==> src/rtl/clock_scan_ctrl.sv <==
// clock_scan_ctrl: mm:ss clock for four 7-segment digits (HEX3..HEX0).
//   - BCD minutes/seconds advanced by a 1 s prescaler (CLK_HZ cycles).
//   - KEY[0] run/stop, KEY[1] minute +1, KEY[2] seconds clear (active-low,
//     2-FF synchronised, falling-edge events, no debounce here).
//   - One shared seg7dec is time-shared by a round-robin scan pointer; each
//     digit owns the decoder for SCAN_DIV cycles and its pattern is registered,
//     so the HEX outputs only change on their own scan write.
// Optional build macro: CLOCK_LZ_BLANK_EN -- blank HEX3 when minutes tens is 0.

// Hex digit to active-low gfedcba segment pattern.
module seg7dec (
  input  logic [3:0] seg,
  output logic [6:0] dec
);

  // Pure lookup; 0 = segment lit.
  always_comb begin
    dec = 7'b1111111;
    case (seg)
      4'h0: dec = 7'b1000000;
      4'h1: dec = 7'b1111001;
      4'h2: dec = 7'b0100100;
      4'h3: dec = 7'b0110000;
      4'h4: dec = 7'b0011001;
      4'h5: dec = 7'b0010010;
      4'h6: dec = 7'b0000010;
      4'h7: dec = 7'b1111000;
      4'h8: dec = 7'b0000000;
      4'h9: dec = 7'b0010000;
      4'hA: dec = 7'b0001000;
      4'hB: dec = 7'b0000011;
      4'hC: dec = 7'b1000110;
      4'hD: dec = 7'b0100001;
      4'hE: dec = 7'b0000110;
      4'hF: dec = 7'b0001110;
      default: dec = 7'b1111111;
    endcase
  end

endmodule

module clock_scan_ctrl #(
  parameter int CLK_HZ   = 50000000,
  parameter int SCAN_DIV = 50000
) (
  input  logic       CLK,
  input  logic       RST,
  input  logic [2:0] KEY,
  output logic       RUN,
  output logic [6:0] HEX0,
  output logic [6:0] HEX1,
  output logic [6:0] HEX2,
  output logic [6:0] HEX3
);

  localparam int PRE_W  = $clog2(CLK_HZ);
  localparam int SLOT_W = $clog2(SCAN_DIV);
  localparam logic [PRE_W-1:0]  PRE_MAX  = PRE_W'(CLK_HZ - 1);
  localparam logic [SLOT_W-1:0] SLOT_MAX = SLOT_W'(SCAN_DIV - 1);
  localparam logic [6:0]        BLANK    = 7'b1111111;

  // Two-digit packed BCD increment that wraps 59 -> 00.
  function automatic logic [7:0] bcd60_inc(input logic [7:0] v);
    logic [7:0] r;
    if (v[3:0] == 4'd9) begin
      if (v[7:4] == 4'd5) r = 8'h00;
      else                r = {v[7:4] + 4'd1, 4'd0};
    end else begin
      r = {v[7:4], v[3:0] + 4'd1};
    end
    return r;
  endfunction

  // Button synchroniser and edge detector (all idle high).
  logic [2:0] key_s1_q, key_s1_d;
  logic [2:0] key_s2_q, key_s2_d;
  logic [2:0] key_prev_q, key_prev_d;
  logic [2:0] key_ev;

  // Timekeeping state.
  logic              run_q, run_d;
  logic [PRE_W-1:0]  pre_q, pre_d;
  logic [7:0]        sec_q, sec_d;
  logic [7:0]        min_q, min_d;
  logic              tick;
  logic              tick_eff;
  logic              carry;

  // Scan scheduler.
  logic [SLOT_W-1:0] slot_q, slot_d;
  logic [1:0]        ptr_q, ptr_d;
  logic              slot_wrap;

  // Decode pipeline: p0 = nibble mux, p1 = decoder input register.
  logic              vld_p0;
  logic [3:0]        nib_p0;
  logic              vld_p1_q, vld_p1_d;
  logic [1:0]        ptr_p1_q, ptr_p1_d;
  logic [3:0]        nib_p1_q, nib_p1_d;
  logic [6:0]        dec_p1;
  logic [6:0]        pat_p1;
  logic [3:0][6:0]   hex_q, hex_d;

  // Synchroniser chain and one-cycle falling-edge events.
  always_comb begin
    key_s1_d   = KEY;
    key_s2_d   = key_s1_q;
    key_prev_d = key_s2_q;
    key_ev     = key_prev_q & ~key_s2_q;
  end

  // Prescaler, seconds/minutes counters and run flag, including the
  // resolution of button events that land on the same cycle as a tick.
  always_comb begin
    tick     = run_q && (pre_q == PRE_MAX);
    // A seconds clear swallows a coincident tick so it can never carry.
    tick_eff = tick && !key_ev[2];

    pre_d = pre_q;
    if (key_ev[2] || tick) pre_d = '0;
    else if (run_q)        pre_d = pre_q + PRE_W'(1);

    sec_d = sec_q;
    carry = 1'b0;
    if (key_ev[2]) begin
      sec_d = 8'h00;
    end else if (tick_eff) begin
      sec_d = bcd60_inc(sec_q);
      carry = (sec_q == 8'h59);
    end

    // Carry and KEY[1] each add one, so both together add two.
    min_d = min_q;
    if (carry)     min_d = bcd60_inc(min_d);
    if (key_ev[1]) min_d = bcd60_inc(min_d);

    // The tick above is still applied in the cycle RUN toggles.
    run_d = run_q ^ key_ev[0];
  end

  // Free-running slot counter and round-robin digit pointer.
  always_comb begin
    slot_wrap = (slot_q == SLOT_MAX);
    slot_d    = slot_wrap ? '0 : slot_q + SLOT_W'(1);
    ptr_d     = slot_wrap ? ptr_q + 2'd1 : ptr_q;
  end

  // Stage p0: pick the nibble owned by the current pointer on slot entry.
  always_comb begin
    vld_p0 = (slot_q == '0);
    nib_p0 = 4'h0;
    case (ptr_q)
      2'd0: nib_p0 = sec_q[3:0];
      2'd1: nib_p0 = sec_q[7:4];
      2'd2: nib_p0 = min_q[3:0];
      2'd3: nib_p0 = min_q[7:4];
      default: nib_p0 = 4'h0;
    endcase
    vld_p1_d = vld_p0;
    ptr_p1_d = ptr_q;
    nib_p1_d = nib_p0;
  end

  seg7dec u_seg7dec (
    .seg (nib_p1_q),
    .dec (dec_p1)
  );

  // Stage p1: decoded pattern written into the one digit that owns the slot.
  always_comb begin
    pat_p1 = dec_p1;
`ifdef CLOCK_LZ_BLANK_EN
    if (ptr_p1_q == 2'd3 && nib_p1_q == 4'h0) pat_p1 = BLANK;
`endif
    hex_d = hex_q;
    if (vld_p1_q) hex_d[ptr_p1_q] = pat_p1;
  end

  // Control and time state with asynchronous active-low reset.
  always_ff @(posedge CLK or negedge RST) begin
    if (!RST) begin
      key_s1_q   <= 3'b111;
      key_s2_q   <= 3'b111;
      key_prev_q <= 3'b111;
      run_q      <= 1'b1;
      pre_q      <= '0;
      sec_q      <= 8'h00;
      min_q      <= 8'h00;
      slot_q     <= '0;
      ptr_q      <= 2'd0;
      vld_p1_q   <= 1'b0;
      hex_q      <= {4{BLANK}};
    end else begin
      key_s1_q   <= key_s1_d;
      key_s2_q   <= key_s2_d;
      key_prev_q <= key_prev_d;
      run_q      <= run_d;
      pre_q      <= pre_d;
      sec_q      <= sec_d;
      min_q      <= min_d;
      slot_q     <= slot_d;
      ptr_q      <= ptr_d;
      vld_p1_q   <= vld_p1_d;
      hex_q      <= hex_d;
    end
  end

  // Decoder input data registers; qualified by vld_p1_q so no reset needed.
  always_ff @(posedge CLK) begin
    ptr_p1_q <= ptr_p1_d;
    nib_p1_q <= nib_p1_d;
  end

  assign RUN  = run_q;
  assign HEX0 = hex_q[0];
  assign HEX1 = hex_q[1];
  assign HEX2 = hex_q[2];
  assign HEX3 = hex_q[3];

endmodule

==> config.mk <==
export PLATFORM = sky130hd
export DESIGN_NAME = clock_scan_ctrl
export DESIGN_NICKNAME = d
export VERILOG_FILES = /design/src/rtl/clock_scan_ctrl.sv
export SDC_FILE = /design/constraint.sdc
export NUM_CORES = 1
export LEC_CHECK = 0
export CAP_MARGIN = 25
export CORE_UTILIZATION = 53
export CTS_CLUSTER_DIAMETER = 100
export CTS_CLUSTER_SIZE = 16
export DETAILED_ROUTE_END_ITERATION = 12
export PLACE_DENSITY_LB_ADDON = 0.1
export SLEW_MARGIN = 20
export SYNTH_ARGS = -nofsm -noshare
export SYNTH_HDL_FRONTEND = slang
export SYNTH_SLANG_ARGS = --single-unit
==> constraint.sdc <==
create_clock -name CLK -period 2.1 [get_ports CLK]
set_input_delay 0.42 -clock CLK [delete_from_list [all_inputs] [get_ports CLK]]
set_output_delay 0.42 -clock CLK [all_outputs]
set_load 0.05 [all_outputs]
### Word-level counts from Yosys, hierarchy flattened

Memory sizes are Yosys's and may differ from the RTL's. A register that Yosys moved wholly into a read port is not among the register bits.
Index checks and enable logic that the tools add are counted.

| operators by class | value |
|---|---|
| $add $sub $neg | 9 |
| magnitude comparators | 2 |
| eq/ne operators | 12 |
| mux-type cells | 19 |
| bitwise gates (word level) | 3 |
| reductions and logical operators | 11 |

Operators by type and width:

| kind | number |
|---|---|
| two-way mux 8 bit | 10 |
| two-way mux 26 bit | 2 |
| bitwise mux 28 bit | 1 |
| adder 26 x 1 -> 26 bit, second input constant | 1 |
| == test 26 bit, second input constant | 1 |
| adder 4 x 1 -> 4 bit, second input constant | 6 |
| adder 16 x 1 -> 16 bit, second input constant | 1 |
| == test 16 bit, second input constant | 1 |
| logical NOT 16 bit | 1 |
| two-way mux 16 bit | 1 |
| one-hot mux 4 bit (4 select lines) | 1 |
| demux 7 bit (select 2 bit) | 1 |
| == test 4 x 3 -> 1 bit, second input constant | 3 |
| == test 4 bit, second input constant | 3 |
| == test 8 x 7 -> 1 bit, second input constant | 1 |
| two-way mux 7 bit | 1 |
| nonzero test 2 bit | 3 |
| == test 2 bit, second input constant | 2 |
| AND 3 bit | 1 |
| logical AND 1 bit | 3 |
| less-than comparator 2 x 3 -> 1 bit, second input constant | 1 |
| NOT 3 bit | 1 |
| adder 2 x 1 -> 2 bit, second input constant | 1 |
| == test 2 x 1 -> 1 bit, second input constant | 1 |
| other kinds (7) | 8 |

| storage, ports and cells | value |
|---|---|
| register bits | 101 |
| memory bits (read-only) | 112 |
| input port bits | 5 |
| logic and storage cells | 73 |
| memories kept | 1 |

Memories:

| name | depth | bits a word | read ports | clocked after memory_dff | wr ports | RTL line | RTL |
|---|---|---|---|---|---|---|---|
| (name not given) | 16 | 7 | 1 | 1 | 0 | 19 | `case (seg)` |

### Depth between registers and ports, before layout

| depth | value |
|---|---|
| depth after elaboration | 11 |
| mapped depth | 8 |
| mapped depth without buffers | 8 |

### Hierarchy

From an unflattened synthesis, not the netlist that was laid out.

| second synthesis, totals | value |
|---|---|
| cell total of the unflattened synthesis | 451 |
| area total of the unflattened synthesis | 5058.6 µm² |

Modules (own cells, without submodules):

| module | instances | cells each | area an instance (µm²) | seq. area each (µm²) |
|---|---|---|---|---|
| clock_scan_ctrl | 1 | 416 | 4788.3 | 2645.0 |
| seg7dec | 1 | 35 | 270.3 | 0.0 |

### Worst setup path after synthesis

OpenSTA, ideal clock, no wires.

| timing path | value |
|---|---|
| path kind | register -> register |
| start point | reg ptr_q[0] (netlist: ptr_p1_d[0]) |
| end point | reg, netlist name u_seg7dec.dec[3] |
| library setup time | 0.134 ns |
| data arrival time | 2.145 ns |
| data required time | 1.966 ns |
| path slack | -0.179 ns |
| stages on the path, launching flop included | 8 |
| path buffers | 1 |
| clock period less this slack | 2.279 ns |
| cells stage by stage | dfrtp_1 -> inv_1 -> ha_1 -> clkbuf_1 -> mux2i_1 -> inv_1 -> ha_1 -> mux4_2 |

| between the ends | value |
|---|---|
| longest elaborated chain between the ends | 2 |
| elaborated cells between the ends (all ways) | 5 |
| those cells by class | eq/ne: 3; mux: 1; reduce/logical: 1 |

Ends and longest elaborated chain:

| element | RTL line | RTL |
|---|---|---|
| start: declaration | 91 | `logic [1:0] ptr_q, ptr_d;` |
| start signal: assignment | 202 | `ptr_q <= ptr_d;` |
| == test 2 bit (tied with other cells) | 152 | `case (ptr_q)` |
| one-hot mux 4 bit (4 select lines) (*) | 152 |  |

Mark *: on every way between the ends. The rest lies on a longest branch, timed or not.
A chain may end at the register's enable or synchronous reset.

### Final worst setup path

| timing path | value |
|---|---|
| start point | reg ptr_q[0] (netlist: ptr_p1_d[0]) |
| end point | reg, netlist name u_seg7dec.dec[3] |

| between the ends | value |
|---|---|
| longest elaborated chain between the ends | 2 |
| elaborated cells between the ends (all ways) | 5 |
| those cells by class | eq/ne: 3; mux: 1; reduce/logical: 1 |

Ends and longest elaborated chain:

| element | RTL line |
|---|---|
| == test 2 bit (tied with other cells) | 152 |
| one-hot mux 4 bit (4 select lines) (*) | 152 |

Marked as above.

==> metrics.yaml <==
cts_root_buf: "clkbuf_8"
cp-end-kind: "flop"
die_area_um2: 10080
ys_ff_latch: 108
clock-sinks: 108
mostFrequentLayoutCell: "dfrtp_1"
cts_buffers: 9
place.gp.congestion: 0.8425
seq_area_um2: 2708
syn_inst: 452
layout_setup_ws_ns: -0.01496
max_stage_delay_ns: 0.46
finalNetCount: 543
synth.largest_area_cell: "dfrtp_1"
worstPathArrival_ns: 2.37
routedWlPerCell_um: 15.75
synth-edff-count: 0
slew_headroom_pct: 56.40
dp_hpwl_um: 7464
area_growth_pct: 18.90
synth_top_area_share_pct: 29.75
cts_max_path_buffers: 2
ys_warn_count: 0
cp_cell_sequence: "ha_2, a222oi_1, buf_4, mux2i_4, ha_1, mux4_2"
placed_area_um2: 5856
violations: "setup timing"
drt_first_pass_iters: 7
die_width_um: 100.4
grt_max_degree: 39
fin_crit_sh_pct: 100.7
cap_violations: 0
cts_tree: "yes"
tns_ns: -0.01496
synth.distinct_cells: 55
vias: 3680
maxSlewViolCount: 0
worstSetupPathType: "flop to flop"
final.setup_skew_ns: 0.01245
grt_pass1_vias: 3562
gr-total-overflow: 0
drt_iter0_markers: 237
drc_errors: 0
cp_slowest_cell: "dfrtp_2"
min_period_ns: 2.115
rsz0062_at_grt: "true"
syn_nets: 474
min_path_cells: 0
drive_gt1_share_pct: 29.66
avgSynthCellArea_um2: 11.35
total_power_mw: 4.599
tightest_slew_ns: 0.6449
core_area_um2: 9328
vdd_ir_drop_max_mv: 0.6366
antenna_found_initial: 0
clk_latency_ns: 0.37
clkTransAtPathRegs_ns: 0.10
outcome: "finished with violations"
track_usage_pct: 22.29
h-tree-depth: 3
hold_class: "flop to flop"
power.leakage_nw: 2.669
rows: 35
num_antenna_cells: 0
cp_max_fo: 6
powerDensity_nw_per_um2: 753.9
cp_num_buf_inv: 1
nFillCells: 747
cp_top_family: "multiplexers"
multi_input_area_um2: 2376
final_antenna_net_count: 0
setup_viol: 1
synthArstFlopShare_pct: 91.67
wirelength_um: 10310
dieHeight_um: 100.4
fmax_mhz: 472.8
numPortBuffers: 33
synth-main-ff-cell: "dfrtp_1"
synth_area_leaders: "dfrtp_1, dfstp_2, mux2_2, xnor2_1, ha_1"
startpoint_type: "flop"
whs_ns: 0.3598
cp_num_cells: 6
worstPathRequired_ns: 2.35
hold_violations: 0
start_util_pct: 55.01
io_pins: 34
grt_pass1_wl_um: 17350
final_cell_area_um2: 6101
final_cell_mix: "dfrtp_1, buf_4, nor2_1"
avgViaCountPerCell: 5.618
netlist_area_um2: 5131
yosysSeqAreaShare_pct: 52.72
reg2reg_depth: 6
==> Yosys cell counts, types with 3 or more instances <==
library cell	instances
dfrtp_1	61
nor2_1	41
dfstp_2	38
mux2_2	30
xnor2_1	28
nand3_1	25
nand2_1	21
ha_1	17
inv_1	17
o21ai_0	14
xor2_1	14
nor4_1	13
nand4_1	12
and3_1	9
dfxtp_1	9
mux2i_1	9
clkbuf_1	6
nor2b_1	6
nor3_1	6
nand2b_1	5
o22ai_1	5
a222oi_1	4
and2_1	4
buf_2	4
nand3b_1	4
or3_1	4
a21oi_1	3
nor4b_1	3
o211ai_1	3
o31ai_1	3
==> worst reg2reg max path: cells and delay by family (launching register included) <==
kind            cells  cell delay (ns)
buf+inv             1             0.19
fa+ha+maj           2             0.46
compound gates      1             0.35
mux                 2             0.55
flops               1             0.46
==> per-stage QoR <==
stage / utilization [%] / setup WS (ns) / std cells
6_report: 65.41 / -0.01496 / 655
5_1_grt: 65.41 / -0.1343 / 655
4_1_cts: 64.68 / -0.03841 / 652
3_5_place_dp: 62.78 / -0.09572 / 635
3_3_place_gp: 62.78 / 0.01088 / 635
2_1_floorplan: - / -0.005944 / 452
==> layout make-up <==
cell class	instances	share of cell area [%]
Sequential cell	108	44.38
Timing Repair Buffer	73	10.15
Clock buffer	14	2.666
Clock inverter	2	0.1641
Multi-Input combinational cell	312	38.95
Inverter	17	1.046
Tap cell	129	2.646
==> final timing paths <==
check                             from                to  slack (ns)
min                        key_s1_q[2]     key_prev_d[2]        0.36
max reg2reg                ptr_p1_d[0]  u_seg7dec.dec[3]       -0.01
min reg2reg                key_s1_q[2]     key_prev_d[2]        0.36
max                        ptr_p1_d[0]  u_seg7dec.dec[3]       -0.01
min in group asynchronous          RST          min_q[7]        0.53
max in group asynchronous          RST     key_prev_q[0]        0.99
==> where the power goes <==
group          total, mW  leakage (nW)  switching, mW  internal, mW
registers           2.47          1.28          0.185          2.28
logic              0.991          1.29          0.531         0.460
clock network       1.14        0.0905          0.648         0.495
==> metal layers <==
metal	share of wire [%]	wire length, um	GRT usage [%]	vias to the layer above
li1	-	-	-	1746
met1	47	4885	30.61	1850
met2	48	4985	35.67	73
met3	3.0	305	4.457	11
met4	1.3	137	7.135	0
met5	0	0	0	-
==> state kept, by name, indices dropped and copies added, names as in the netlist, 2 cells and up <==
register / flops
pre_q: 26
HEX2: 7
u_seg7dec.dec: 7
HEX3: 7
key_s1_q: 3
ptr_p1_d: 2
min_q: 8
sec_q: 8
key_prev_d: 3
slot_q: 16
HEX0: 7
ptr_p1_q: 2
key_prev_q: 3
HEX1: 7
==> kinds of logic (layout without fill, tap and decap cells) <==
kind of cell    Yosys count  after routing  share of synthesized area (%)
mux                      40             40                          8.778
compound gates           45             45                          6.121
xor+xnor                 42             42                          7.169
simple gates            168            168                          18.29
buf+inv                  32            106                          2.780
fa+ha+maj                17             17                          4.145
flops                   108            108                          52.72
==> timing repair <==
item,in CTS,in global routing
pin swaps,2,6
gates resized for setup,23,10
endpoints found under the hold margin,6,0
hold buffers,1,0
buffers inserted,0,3
endpoints found under the setup margin,22,15
Power figures use the tool's default switching activity.
